$ cat config.mk
export PLATFORM = sky130hd
export DESIGN_NAME = decode_select_pipe
export DESIGN_NICKNAME = d
export VERILOG_FILES = /design/src/rtl/decode_select_pipe.sv
export SDC_FILE = /design/constraint.sdc
export NUM_CORES = 1
export LEC_CHECK = 0
export ABC_AREA = 1
export BUFFER_PORTS_ARGS = -buffer_cell sky130_fd_sc_hd__buf_2
export CAP_MARGIN = 15
export CORE_MARGIN = 3
export CORE_UTILIZATION = 29
export DETAILED_ROUTE_END_ITERATION = 6
export HOLD_SLACK_MARGIN = 0.1
export PLACE_DENSITY_LB_ADDON = 0.25
export REMOVE_ABC_BUFFERS = 1
export SLEW_MARGIN = 20
export SYNTH_ARGS = -nofsm -noshare
export SYNTH_HDL_FRONTEND = slang
export SYNTH_SLANG_ARGS = --single-unit
$ cat constraint.sdc
create_clock -name clk -period 4.7 [get_ports clk]
set_clock_uncertainty 0.15 [all_clocks]
set_input_delay 0.94 -clock clk [delete_from_list [all_inputs] [get_ports clk]]
set_output_delay 0.94 -clock clk [all_outputs]
set_load 0.005 [all_outputs]
$ cat src/rtl/decode_select_pipe.sv
// ID-stage decode of one-hot read selects, destination select carried ID/EX -> EX/MEM -> MEM/WB
// (Dselect three edges after decode); load-use hazard raises a one-cycle stall and bubbles ID/EX.
module decode_select_pipe #(
  parameter int         NREGS  = 32,
  parameter logic [5:0] LW_OP  = 6'b100011,
  parameter logic [5:0] SW_OP  = 6'b101011,
  parameter logic [5:0] BEQ_OP = 6'b000100,
  parameter logic [5:0] BNE_OP = 6'b000101
) (
  input  logic             clk,
  input  logic             reset,
  input  logic [31:0]      ibus,
  input  logic             flush,
  output logic [NREGS-1:0] Aselect,
  output logic [NREGS-1:0] Bselect,
  output logic [NREGS-1:0] Dselect,
  output logic [NREGS-1:0] ex_dselect,
  output logic [NREGS-1:0] mem_dselect,
  output logic             stall
);

  localparam logic [NREGS-1:0] ONE = NREGS'(1);

  logic [5:0]       opcode;
  logic [4:0]       rs, rt, rd;
  logic             unused_ibus;
  logic [NREGS-1:0] id_dsel;
  logic             rt_src;
  logic             hazard;
  logic             bubble;

  logic [NREGS-1:0] ex_dselect_q, ex_dselect_d;
  logic             ex_load_q, ex_load_d;
  logic [NREGS-1:0] mem_dselect_q;
  logic [NREGS-1:0] wb_dselect_q;

  assign opcode      = ibus[31:26];
  assign rs          = ibus[25:21];
  assign rt          = ibus[20:16];
  assign rd          = ibus[15:11];
  assign unused_ibus = ^ibus[10:0];

  assign Aselect = ONE << rs;
  assign Bselect = ONE << rt;

  always_comb begin
    id_dsel = ONE << rt;
    rt_src  = 1'b0;
    case (opcode)
      6'b000000: begin
        id_dsel = ONE << rd;
        rt_src  = 1'b1;
      end
      SW_OP, BEQ_OP, BNE_OP: begin
        id_dsel = '0;
        rt_src  = 1'b1;
      end
      default: ;
    endcase
  end

  // r0 loads never stall: bit 0 marks a write the register file discards.
  assign hazard = ex_load_q && (ex_dselect_q != '0) && !ex_dselect_q[0] &&
                  ((ex_dselect_q == Aselect) || (rt_src && (ex_dselect_q == Bselect)));
  assign stall  = hazard && !flush;
  assign bubble = flush || hazard;

  always_comb begin
    ex_dselect_d = bubble ? '0 : id_dsel;
    ex_load_d    = !bubble && (opcode == LW_OP);
  end

  always_ff @(posedge clk or posedge reset) begin
    if (reset) begin
      ex_dselect_q  <= '0;
      ex_load_q     <= 1'b0;
      mem_dselect_q <= '0;
      wb_dselect_q  <= '0;
    end else begin
      ex_dselect_q  <= ex_dselect_d;
      ex_load_q     <= ex_load_d;
      mem_dselect_q <= ex_dselect_q;
      wb_dselect_q  <= mem_dselect_q;
    end
  end

  assign ex_dselect  = ex_dselect_q;
  assign mem_dselect = mem_dselect_q;
  assign Dselect     = wb_dselect_q;

endmodule

==> impl_results.md <==
- Status: finished clean
- Compound-Gate Fraction of Synth Area: 0.05104
- CTS tree: done
- Static Leak: ~4.3 nW
- Synth cell types: 23
- Yosys top cell by area: dfrtp_1
- Clock share of power: 0.430
- Nets: around 970
- Multi-input logic area: around 2400 um2
- CP max stage delay: 0.41 ns
- # resized after CTS: 0
- Setup Viol. Count Final: 0
- Synth Instances: 767
- Synth Area in Adders: 0
- Mux cell area share after synthesis: 0
- Post-DP Area: approximately 6600 um2
- Seq/Total Area, Yosys: 0.4480
- Antenna violations before repair: 0
- Unrepaired setup endpoints after global routing: false
- Post-CTS setup buffer count: 0
- Reg2reg start: ex_dselect[27]
- Initial drt markers: ~680
- Hold crit path type: flip-flop to flip-flop
- Die X-Extent: 142.7 um
- Worst slew margin: 0.3551
- Largest family of logic cells by synthesized area: simple AND/OR/NAND/NOR gates
- Worst Path Class, Setup: primary input to output port
- Dpl cells: 1,157
- Total number of cells along the worst setup path: 14
- FF/Latch Area: approximately 2400 um2
- Vias in the first global route: 5,414
- CP Capture Point: stall
- Pre-Repair DR Iteration Count: 6
- Most common cell after layout, fill and taps aside: nand2_1
- CTS buffer count: 9
- Mapped Area: 5418 um2
- Period Utilization, post-route: 0.8762
- GP Congestion: ~0.98
- Root Buffer: clkbuf_16
- Mean Syn Cell Area: roughly 7.1 um2
- Share of cells above drive strength 1: 0.2322
- Crit path DAT: 3.03 ns
- Antenna Nets Post-Route: 0
- Grt total ovfl: 0
- Synth area leaders: dfrtp_1 (45%), nand2_1 (13%), nor2_1 (9.6%), nand4_1 (7.7%), inv_1 (7.6%)
- Reg2Reg Depth: 11
- Hold WS: approximately 0.22 ns
- Share of the synthesized area in the top cell type: 0.4480
- Worst-path clk slew: 0.06 ns
- Crit. Startpoint: ibus[20]
- Critical R2R Capture: ex_dselect[10]
- Clk_lat worst skew: between 0.3 and 0.4 ns
- Max-slew violation count: 0
- Filler cell count: 1,954
- DP HPWL: 17,080 um
- TNS Setup: 0 ns
- Largest net degree at the start of global routing: 77
- Area Growth Syn to Fin: 26.97%
- Pwr Density: between 200 and 300 nW/um2
- Global-route wire length before repair: 32,910 um
- Routed WL per cell: between 15 and 20 um
- Area of the core: approximately 18,000 um2
- Final wirelength: 22,130 um
- I/O Buffers: about 180
- FMAX: 242.8 MHz
- Critical-path cell list: buf_2 -> inv_2 -> nor2_1 -> nand2_1 -> nand2_1 -> nand3_1 -> nor2_1 -> nand2_1 -> nor2_1 -> nand3_1 -> nand2_1 -> nand2_1 -> nor2_1 -> buf_2
- Die ar.: about 20,000 um2
- Htree depth: 3
- Startpoint Class: primary input
- CTS Sinks: 97
- Total GRT Usage: 0.2142
- Worst-margin pin slew: roughly 0.97 ns
- Rows: slightly below 50
- Reg power frac: 0.452
- Top Ports: 196
- Pint: roughly 1.4 mW
- Hold buffer count at cts: 0
- Largest delay share family, worst path: simple AND/OR/NAND/NOR gates
- Crit path required time: about 3.6 ns
- Combinational share of power: 0.118
- Sw Share: 0.2691
- Hold Vio Cnt, Final: 0
- Tmin final: between 4 and 5 ns
- Residual DRC: 0
- Max FO, Critical Path: 28
- Diode count: 0
- CP dominant cell by count: nand2_1
- Vias: 5,903
- Post-Synth XOR/XNOR Area: 0.008083
- Ys Warns: 0
- Buf/Inv on CP: 3
- Finished Layout Cells: about 1,200
- Sw Pwr: between 0.5 and 0.6 mW
- Final Cell Area: 6879 um2
- Initial Utilization: 0.2985
- Most frequent cells in the layout: nand2_1 (188), buf_2 (184), nor2_1 (138), inv_1 (109), dfrtp_1 (97)
- Die H: between 100 and 150 um
- Vias/cell: between 5 and 6
- Max stage delay cell, worst path: buf_2
- Synthesized flop and latch total: between 90 and 100
- Simple-gate share of the synthesized area: 0.3866
- Deepest clock path buffer count: 2
- FF-to-FF setup slack: around 2.2 ns
- Worst IR Drop VDD: approximately 170 uV
- Max_cap viols: 0
- Worst setup EP type: output port
-- registers in the layout (all words and copies together) (netlist names) --
name	flops
Dselect	32
ex_dselect	32
mem_dselect	32
ex_load_q	1
-- power by group through the flow --
stage	clock (mW)	combinational, mW	sequential (mW)
finish	0.807	0.221	0.850
global route	0.861	0.248	0.851
CTS	0.828	0.221	0.850
detailed placement	0	0.220	0.866
global placement	0	0.219	0.866
floorplan	0	0.117	0.864
-- logic make-up after synthesis --
family / after synthesis
and+or+nand+nor: 479
xor gates and xnor gates: 5
AOI/OAI and AO/OA: 39
DFF: 97
buffers and inverters: 147
-- stage by stage --
step | total power [mW] | worst slack (ns) | utilization
after global routing | 1.959 | 0.3056 | 0.3791
after detailed placement | 1.086 | 0.6521 | 0.3616
after CTS | 1.899 | 0.6342 | 0.3791
final | 1.879 | 0.5821 | 0.3791
after floorplan | 0.9817 | 1.076 | -
after global placement | 1.085 | 0.6517 | 0.3616
-- routing by layer --
layer  vias up  share of wire  global-route usage
met5         -              0                   0
met4         0          0.010             0.04702
met3        26          0.098             0.05861
met2       311           0.46              0.3289
met1      2727           0.43              0.3033
li1       2839              -                   -
-- area by class of cell --
type                       count  area share
clock buffer                   9     0.03274
clock inverter                 6     0.01328
inverter                     112     0.06148
multi-input combinational    523      0.3510
sequential                    97      0.3529
tap                          229     0.04165
timing repair buffer         196      0.1470
-- synth_stat cells, drive strengths merged --
cell	number
o21ai	4
nor4	8
clkbuf	21
nand4	67
inv	111
clkinv	1
a22oi	32
nand3	66
nor2	142
a21oi	2
nor3	7
a31oi	1
xor2	5
buf	14
dfrtp	97
nand2	189
-- worst min path at each step --
stage / start / to / cells past startpoint
floorplan: mem_dselect[0] / Dselect[0] / 0
global placement: mem_dselect[18] / Dselect[18] / 0
detailed placement: mem_dselect[1] / Dselect[1] / 0
CTS: mem_dselect[19] / Dselect[19] / 0
global route: mem_dselect[1] / Dselect[1] / 0
finish: mem_dselect[13] / Dselect[13] / 0
No activity file was read; power rests on OpenSTA's default activity.
